**src/rtl/ahbl_to_apb_pkg.sv**
```systemverilog
// Shared bus-fabric definitions: AHB-lite transfer types and response codes.
package ahbl_to_apb_pkg;

    typedef enum logic [1:0] {
        HTRANS_IDLE   = 2'b00,
        HTRANS_BUSY   = 2'b01,
        HTRANS_NONSEQ = 2'b10,
        HTRANS_SEQ    = 2'b11
    } htrans_e;

    localparam logic HRESP_OKAY  = 1'b0;
    localparam logic HRESP_ERROR = 1'b1;

    // Only NONSEQ and SEQ carry a real transfer; IDLE and BUSY are ignored.
    function automatic logic htrans_is_active(input logic [1:0] htrans);
        return (htrans == HTRANS_NONSEQ) || (htrans == HTRANS_SEQ);
    endfunction

endpackage

```
**src/rtl/ahbl_to_apb.sv**
```systemverilog
// AHB-lite slave to APB master bridge: one outstanding transfer, single FSM,
// all bus-facing handshake outputs decoded from state.
module ahbl_to_apb
    import ahbl_to_apb_pkg::*;
#(
    parameter int W_HADDR = 32,
    parameter int W_PADDR = 16,
    parameter int W_DATA  = 32
) (
    input  logic               clk,
    input  logic               rst,
    input  logic               src_hready,
    output logic               src_hready_resp,
    output logic               src_hresp,
    output logic               src_hexokay,
    input  logic [W_HADDR-1:0] src_haddr,
    input  logic               src_hwrite,
    input  logic [1:0]         src_htrans,
    input  logic [W_DATA-1:0]  src_hwdata,
    output logic [W_DATA-1:0]  src_hrdata,
    output logic [W_PADDR-1:0] dst_paddr,
    output logic               dst_psel,
    output logic               dst_penable,
    output logic               dst_pwrite,
    output logic [W_DATA-1:0]  dst_pwdata,
    input  logic [W_DATA-1:0]  dst_prdata,
    input  logic               dst_pready,
    input  logic               dst_pslverr
);

    typedef enum logic [2:0] {
        IDLE,
        WR_DATA,
        SETUP,
        ACCESS,
        ERR0,
        ERR1
    } state_t;

    state_t state, state_nxt;
    logic   accept;
    logic   access_done;
    logic   unused_haddr;

    // Upper address bits select the bridge at the fabric level and are not forwarded.
    assign unused_haddr = ^src_haddr;

    assign accept      = ((state == IDLE) || (state == ERR1)) && src_hready
                         && htrans_is_active(src_htrans);
    assign access_done = (state == ACCESS) && dst_pready;

    always_comb begin
        state_nxt = state;
        case (state)
            IDLE, ERR1: begin
                if (accept) begin
                    state_nxt = src_hwrite ? WR_DATA : SETUP;
                end else begin
                    state_nxt = IDLE;
                end
            end
            WR_DATA: state_nxt = SETUP;
            SETUP:   state_nxt = ACCESS;
            ACCESS: begin
                if (dst_pready) begin
                    state_nxt = dst_pslverr ? ERR0 : IDLE;
                end
            end
            ERR0:    state_nxt = ERR1;
            default: state_nxt = IDLE;
        endcase
    end

    always_ff @(posedge clk or posedge rst) begin
        if (rst) begin
            state      <= IDLE;
            dst_paddr  <= '0;
            dst_pwrite <= 1'b0;
            dst_pwdata <= '0;
            src_hrdata <= '0;
        end else begin
            state <= state_nxt;
            if (accept) begin
                dst_paddr  <= src_haddr[W_PADDR-1:0];
                dst_pwrite <= src_hwrite;
            end
            // Write data arrives one cycle after the address phase.
            if (state == WR_DATA) begin
                dst_pwdata <= src_hwdata;
            end
            if (access_done && !dst_pwrite) begin
                src_hrdata <= dst_prdata;
            end
        end
    end

    // Decoded from state only, so no combinational path from htrans or pready.
    assign dst_psel        = (state == SETUP) || (state == ACCESS);
    assign dst_penable     = (state == ACCESS);
    assign src_hready_resp = (state == IDLE) || (state == ERR1);
    assign src_hresp       = ((state == ERR0) || (state == ERR1)) ? HRESP_ERROR : HRESP_OKAY;
    assign src_hexokay     = 1'b0;

endmodule
```
**config.mk**
```make
export PLATFORM = sky130hd
export DESIGN_NAME = ahbl_to_apb
export DESIGN_NICKNAME = d
export VERILOG_FILES = /design/src/rtl/ahbl_to_apb_pkg.sv /design/src/rtl/ahbl_to_apb.sv
export SDC_FILE = /design/constraint.sdc
export NUM_CORES = 1
export LEC_CHECK = 0
export CAP_MARGIN = 15
export CELL_PAD_IN_SITES_DETAIL_PLACEMENT = 2
export CELL_PAD_IN_SITES_GLOBAL_PLACEMENT = 2
export CORE_UTILIZATION = 22
export CTS_BUF_LIST = sky130_fd_sc_hd__clkbuf_2 sky130_fd_sc_hd__clkbuf_4 sky130_fd_sc_hd__clkbuf_8
export DETAILED_ROUTE_END_ITERATION = 12
export PLACE_DENSITY_LB_ADDON = 0.1
export SETUP_SLACK_MARGIN = 0.15
export SLEW_MARGIN = 20
export SYNTH_ARGS = -nofsm -noshare
export SYNTH_HDL_FRONTEND = slang
export SYNTH_SLANG_ARGS = --single-unit
```
**constraint.sdc**
```tcl
create_clock -name clk -period 3 [get_ports clk]
set_input_delay 0.9 -clock clk [delete_from_list [all_inputs] [get_ports clk]]
set_output_delay 0.9 -clock clk [all_outputs]
set_load 0.02 [all_outputs]
```
After elaboration in Yosys (flattened, before gate mapping)
Cells that the tools add are included.
- multiplexer cells: 6
- reduce and logical (&&, ||, !) cells: 11
- eq/ne operators: 8
- operators by type and width (operator ; number):
    $pmux W3 S5 ; 1
    $eq A3 B2 Y1 const B ; 2
    $eq A3 B3 Y1 const B ; 2
    $mux W3 ; 2
    $eq A2 B2 Y1 const B ; 2
    $logic_and A1 B1 Y1 ; 4
    $logic_or A1 B1 Y1 ; 4
    $mux W2 ; 2
    $eq A3 B1 Y1 const B ; 1
    $logic_not A3 Y1 ; 1
    $ne A2 B1 Y1 const B ; 1
    $reduce_or A2 Y1 ; 1
    $logic_not A1 Y1 ; 1
    $mux W1 ; 1
- bits in registers: 84
- word-level logic and storage cells: 30

Logic depth before layout (Yosys ltp)
Gate-level depths: netlist of run 1.
- depth after elaboration: 6
- depth in mapped cells: 5

Worst setup path after synthesis of run 1
OpenSTA, ideal clock, no wires.
- path type: register to output
- start point: register state[1]
- end point: output dst_penable
- path slack: 0.916 ns
- arrival: 1.184 ns
- stages on the path, launching flop included: 4
- data required time: 2.100 ns
- cells stage by stage: dfrtp_1 -> buf_2 -> nor2b_1 -> and2_1
- longest elaborated chain between the ends: 1
- RTL lines (what ; RTL line ; source):
    from (decl) ; ahbl_to_apb.sv:40 ; state_t state, state_nxt;
    from (signal assigned) ; ahbl_to_apb.sv:82 ; state <= state_nxt;
    $eq A3 B2 Y1 ; ahbl_to_apb.sv:99 ; assign dst_penable = (state == ACCESS);
    to (decl) ; ahbl_to_apb.sv:23 ; output logic dst_penable,
Every way passes these cells.

Worst setup path in the final report of run 1
Same ends and word-level chain as after synthesis.

==> flow_summary.yaml, run 1 <==
synthesis:
  ys_seq_area_share_pct: 65.60
  ys_warn_count: 0
  synthXorXnorAreaFrac_pct: 0
  synth.area.mux_share_pct: 28.78
  synth_area_sq_um: 3204
  synth_fa_ha_area_share_pct: 0
  synthSimpleGateAreaFrac_pct: 2.811
  synthesis.nets: 299
  avgSynthCellArea_sq_um: 16.43
  synth_cells: 195
  ys_types: 18
  synth-seq-cells: 84
  synth_compound_area_share_pct: 0.8981
  synth_top_family_by_area: "multiplexers"
run:
  cap_violations: 0
power:
  power_density_nw_per_um2: 1093
  finalPower_mw: 5.863
  p_leak_nw: 2.193
  combPwrFrac_pct: 52.0
  internal_power_mw: 3.766
  netSwitchingFraction_pct: 35.76
  p_sw_mw: 2.096
  pwr-share-seq_pct: 34.5
  irDropWorstVdd_mv: 0.3984
  clkPwrFrac_pct: 13.4
floorplan:
  die_w_um: 122.7
  io_pins: 190
  coreArea_sq_um: 14040
  core.rowCount: 43
  die_h_um: 122.7
  initial_core_util_pct: 22.82
  dieArea_sq_um: 15050
detailed_routing:
  vias: 2310
  drt-pass1-iter-count: 3
  drc_errors: 0
  drtIter0Drc: 62
  viasPerCell: 4.132
  drt-total-wl_um: 9221
  antenna_left: 0
  routedWlPerCell_um: 16.50
global_route:
  first_global_vias: 2677
  grt_max_degree: 55
  track_usage_pct: 13.20
  antenna_found_initial: 0
  gr-total-overflow: 0
  grt_pass1_wl_um: 14560
critical_path:
  worst-path-max-fanout: 8
  rrSetupSlack_ns: 1.29
  path_class: "reg2out"
  worstSetupStartpointType: "flip-flop"
  crit_arrival_ns: 1.79
  crit_required_ns: 2.10
  endpoint_kind: "primary output"
outcome:
  status: "complete, no violations"
timing:
  clock.fmax_mhz: 371.5
  setup_viol: 0
  hold_viol_final: 0
  period_share_pct: 89.72
  tns_ns: 0
  skew_ns: 0.004456
  report.final.slew_viol_count: 0
  period_needed_ns: 2.692
  rsz0062_at_grt: "no"
clock_tree:
  clockBufferDepth: 2
  cts_root_buf: "clkbuf_8"
  clock-sinks: 84
  cts_made_buffers: 9
  insertion_delay_ns: 0.36
  htree_levels: 3
  path_clk_slew_ns: 0.08
  tritoncts: "done"
place:
  placed_cells: 544
  gp_congestion: 0.6594
  port_buffers: 171
  hpwl_um: 7050
worst_hold_path:
  hp-class: "reg2reg"
cells_and_area:
  antenna_cells: 0
  nets: 479
  fin_cells: 559
  drive_gt1_share_pct: 26.12
  final.fill_count: 1435
  area_growth_pct: 67.43
  fin_util_pct: 38.21
[registers in the layout, summed over array words and instances (netlist names)]
register	count
dst_pwrite	1
dst_pwdata	32
dst_paddr	16
src_hrdata	32
state	3
[worst max-delay path, cell delays in order (launching register included)]
cell             delay (ns)
dfrtp_2                0.46
nor2b_2                0.22
and2_1                 0.14
clkdlybuf4s50_1        0.60
[synth_stat cells]
library cell,count,share of area [%]
buf_4,2,0.47
inv_1,2,0.23
buf_2,7,1.1
mux2i_1,1,0.31
nor3_1,2,0.31
a41o_1,1,0.31
conb_1,1,0.12
dfrtp_1,84,66
mux2_1,10,3.5
o2bb2ai_1,1,0.27
nor2b_1,5,0.98
and2_1,1,0.20
nand2_1,3,0.35
nor4_4,1,0.66
a221o_1,1,0.31
nand2b_1,1,0.20
mux2_2,71,25
nor2_1,1,0.12
[metrics by stage]
step,worst slack [ns],instance area (sq um),hold WS (ns)
floorplan,0.9162,3208,0.4765
global placement,0.4315,5167,0.4701
detailed placement,0.4050,5167,0.4784
CTS,0.1579,5360,0.4976
global route,0.2087,5365,0.5204
finish,0.3085,5365,0.4911
[logic make-up after synthesis]
logic type / Yosys count
flops: 84
compound gates: 3
simple gates: 14
buf+inv: 11
mux: 82
other cells: 1
[final timing paths]
kind	start	to	cells past startpoint
max	state[1]	dst_penable	3
min	dst_paddr[4]	dst_paddr[4]	1
max reg2reg	state[2]	src_hrdata[14]	4
min reg2reg	dst_paddr[4]	dst_paddr[4]	1
max in group asynchronous	rst	src_hrdata[8]	3
min in group asynchronous	rst	dst_pwdata[31]	3
[layout make-up]
class                      count  area, sq um  area share, %
sequential                    84         2103          39.20
timing repair buffer         178         1779          33.16
multi-input combinational    100         1055          19.66
tap                          180        225.2          4.198
clock buffer                  14        186.4          3.475
inverter                       2        11.26         0.2099
clock inverter                 1        5.005        0.09328
[timing repair]
item / in CTS / in global routing
hold buffers: 0 / 0
setup buffers: 0 / 0
setup endpoints to repair: 1 / 2
gates resized for setup: 1 / 2
[power by group through the flow]
stage	registers [mW]	clock network [mW]	logic [mW]
2_1_floorplan	2.70	0	0.886
3_3_place_gp	2.02	0	3.07
3_5_place_dp	2.06	0	3.11
4_1_cts	2.04	0.839	3.12
5_1_grt	2.11	0.878	3.25
6_report	2.03	0.786	3.05
[layout by cell type, fill, tap and decap left out, types with 3 or more instances in the layout]
cell and instances:
mux2_1 10, mux2_2 71, dfrtp_1 83, clkdlybuf4s50_1 170
buf_4 6, clkbuf_8 13, nand2_1 3, nor2b_1 4
[per-layer routing]
metal,vias to the layer above,part of all wire (%),global-route usage (%)
met5,-,0,0
met4,0,1.3,4.345
met1,1163,38,13.90
li1,1038,-,-
met3,14,10,7.203
met2,95,51,22.30
No activity file was read; power rests on OpenSTA's default activity.
==> inputs of run 2 (changes only) <==
--- a/config.mk
+++ b/config.mk
@@ -13,6 +13,7 @@
 export DETAILED_ROUTE_END_ITERATION = 12
 export PLACE_DENSITY_LB_ADDON = 0.1
 export SETUP_SLACK_MARGIN = 0.15
+export SKIP_CTS_REPAIR_TIMING = 1
 export SLEW_MARGIN = 20
 export SYNTH_ARGS = -nofsm -noshare
 export SYNTH_HDL_FRONTEND = slang
==> results of run 2 <==
No change in the layout: final DEF, timing and power equal those of run 1.
==> inputs of run 3 (changes only) <==
--- a/config.mk
+++ b/config.mk
@@ -5,10 +5,11 @@
 export SDC_FILE = /design/constraint.sdc
 export NUM_CORES = 1
 export LEC_CHECK = 0
+export ABC_CLOCK_PERIOD_IN_PS = 2500
 export CAP_MARGIN = 15
 export CELL_PAD_IN_SITES_DETAIL_PLACEMENT = 2
 export CELL_PAD_IN_SITES_GLOBAL_PLACEMENT = 2
-export CORE_UTILIZATION = 22
+export CORE_UTILIZATION = 24
 export CTS_BUF_LIST = sky130_fd_sc_hd__clkbuf_2 sky130_fd_sc_hd__clkbuf_4 sky130_fd_sc_hd__clkbuf_8
 export DETAILED_ROUTE_END_ITERATION = 12
 export PLACE_DENSITY_LB_ADDON = 0.1
==> constraint.sdc (replaced) <==
create_clock -name clk -period 2.5 [get_ports clk]
set_input_delay 0.75 -clock clk [delete_from_list [all_inputs] [get_ports clk]]
set_output_delay 0.75 -clock clk [all_outputs]
set_load 0.02 [all_outputs]
==> run 3 against run 2 <==
Worst setup slack improved by 0.016 ns; worst hold slack got worse by 0.0027 ns; count of clock-buffer cells in the layout unchanged; core utilization increased by 3.7 points; power increased by 21%; critical path depth unchanged; clock skew increased by 0.0023 ns; die area decreased by 8.2%; wire length increased by 1.2%; clock power increased by 27%; via count increased by 0.26%.
==> flow_summary.yaml, run 3 (synthesis results as in run 1) <==
detailed_routing:
  vias: 2316
  routedWlPerCell_um: 16.94
  drt-total-wl_um: 9336
  drc_errors: 0
  drt-pass1-iter-count: 4
  viasPerCell: 4.203
  drtIter0Drc: 34
  antenna_left: 0
floorplan:
  coreArea_sq_um: 12820
  die_w_um: 117.6
  io_pins: 190
  dieArea_sq_um: 13820
  core.rowCount: 41
  initial_core_util_pct: 24.99
  die_h_um: 117.6
place:
  gp_congestion: 0.6705
  port_buffers: 171
  hpwl_um: 7048
  placed_cells: 535
  dpl-instance-area_sq_um: 5175
critical_path:
  path_class: "reg2out"
  worstPathCellList: "nor2b_1, nor3_1, clkbuf_2"
  slowest_delay_ns: 0.47
  endpoint_kind: "primary output"
  crit_required_ns: 1.75
  cp_slowest_cell: "dfrtp_1"
  crit_arrival_ns: 1.43
  worst-path-max-fanout: 7
  worstSetupStartpointType: "flip-flop"
timing:
  rsz0062_at_grt: "no"
  period_needed_ns: 2.176
  skew_ns: 0.006801
  setup_viol: 0
  hold_viol_final: 0
  period_share_pct: 87.03
  report.final.slew_viol_count: 0
  clock.fmax_mhz: 459.6
power:
  power_density_nw_per_um2: 1322
  netSwitchingFraction_pct: 35.77
  irDropWorstVdd_mv: 0.4482
  pwr-share-seq_pct: 34.3
  p_leak_nw: 2.224
  p_sw_mw: 2.543
  internal_power_mw: 4.565
  combPwrFrac_pct: 51.7
  clkPwrFrac_pct: 14.0
clock_tree:
  path_clk_slew_ns: 0.08
  clock-sinks: 84
  htree_levels: 3
  tritoncts: "done"
  cts_root_buf: "clkbuf_8"
  cts_made_buffers: 9
  insertion_delay_ns: 0.36
  clockBufferDepth: 2
cells_and_area:
  fin_cells: 551
  fin_util_pct: 41.93
  multi_input_area_sq_um: 1055
  top_regs: "dst_pwdata (32), src_hrdata (32), dst_paddr (16)"
  final.fill_count: 1314
  final_common_cell: "clkdlybuf4s50_1"
  drive_gt1_share_pct: 26.39
  antenna_cells: 0
  stdcell_area_sq_um: 5378
  final_cell_mix: "clkdlybuf4s50_1, dfrtp_1, mux2_2"
  area_growth_pct: 67.83
  regArea_sq_um: 2103
  nets: 478
outcome:
  status: "complete, no violations"
global_route:
  grt_max_degree: 55
  first_global_vias: 2633
  grt_pass1_wl_um: 14890
  track_usage_pct: 14.20
  gr-total-overflow: 0
  antenna_found_initial: 0
worst_hold_path:
  hp-class: "reg2reg"
run:
  cap_violations: 0
[run 3: power by group through the flow]
stage                     Combinational [mW]  Sequential [mW]  Clock (mW)
final                                   3.67             2.44       0.997
after global placement                  3.69             2.42           0
after detailed placement                3.74             2.48           0
after CTS                               3.75             2.45        1.05
after floorplan                         1.06             3.24           0
after global routing                    3.88             2.53        1.10
[run 3: cell type report]
type,count,area share [%]
Clock buffer,14,3.001
Sequential cell,84,39.11
Clock inverter,2,0.6515
Multi-Input combinational cell,100,19.61
Inverter,2,0.2094
Tap cell,172,4.002
Timing Repair Buffer,177,33.41
[run 3: path summary, 6_finish.rpt]
check	slack, ns	depth (start not counted)	startpoint	to
worst max register to register	0.83	4	state[2]	src_hrdata[20]
max in group asynchronous	1.33	3	rst	dst_paddr[7]
worst min register to register	0.49	1	dst_paddr[1]	dst_paddr[1]
worst max-delay path	0.32	3	state[0]	src_hready_resp
worst min-delay path	0.49	1	dst_paddr[1]	dst_paddr[1]
min in group asynchronous	0.82	3	rst	dst_pwdata[10]
[run 3: metal layers]
metal  share of wire [%]  wire, um  global-route usage (%)  vias to the layer above
met5                   0         0                       0                        -
met4                 2.3       219                   6.971                        0
met3                 8.0       746                   5.039                       16
met2                  48      4449                   22.74                      100
met1                  42      3921                   16.87                     1165
li1                    -         -                       -                     1035
[run 3: metrics by stage]
step / setup TNS, ns / total power, mW / worst slack (ns) / hold WS, ns
3_3_place_gp: 0 / 6.103 / 0.1053 / 0.4703
5_1_grt: 0 / 7.505 / 0.1756 / 0.5138
2_1_floorplan: 0 / 4.303 / 0.5662 / 0.4765
3_5_place_dp: 0 / 6.215 / 0.1018 / 0.4792
6_report: 0 / 7.107 / 0.3243 / 0.4885
4_1_cts: -0.5016 / 7.257 / -0.2130 / 0.4981
[run 3: worst max-delay path, delay by kind of cell, from the launching register on]
kind,cells,cell delay (ns)
DFF,1,0.47
buffers and inverters,1,0.20
and+or+nand+nor,2,0.40
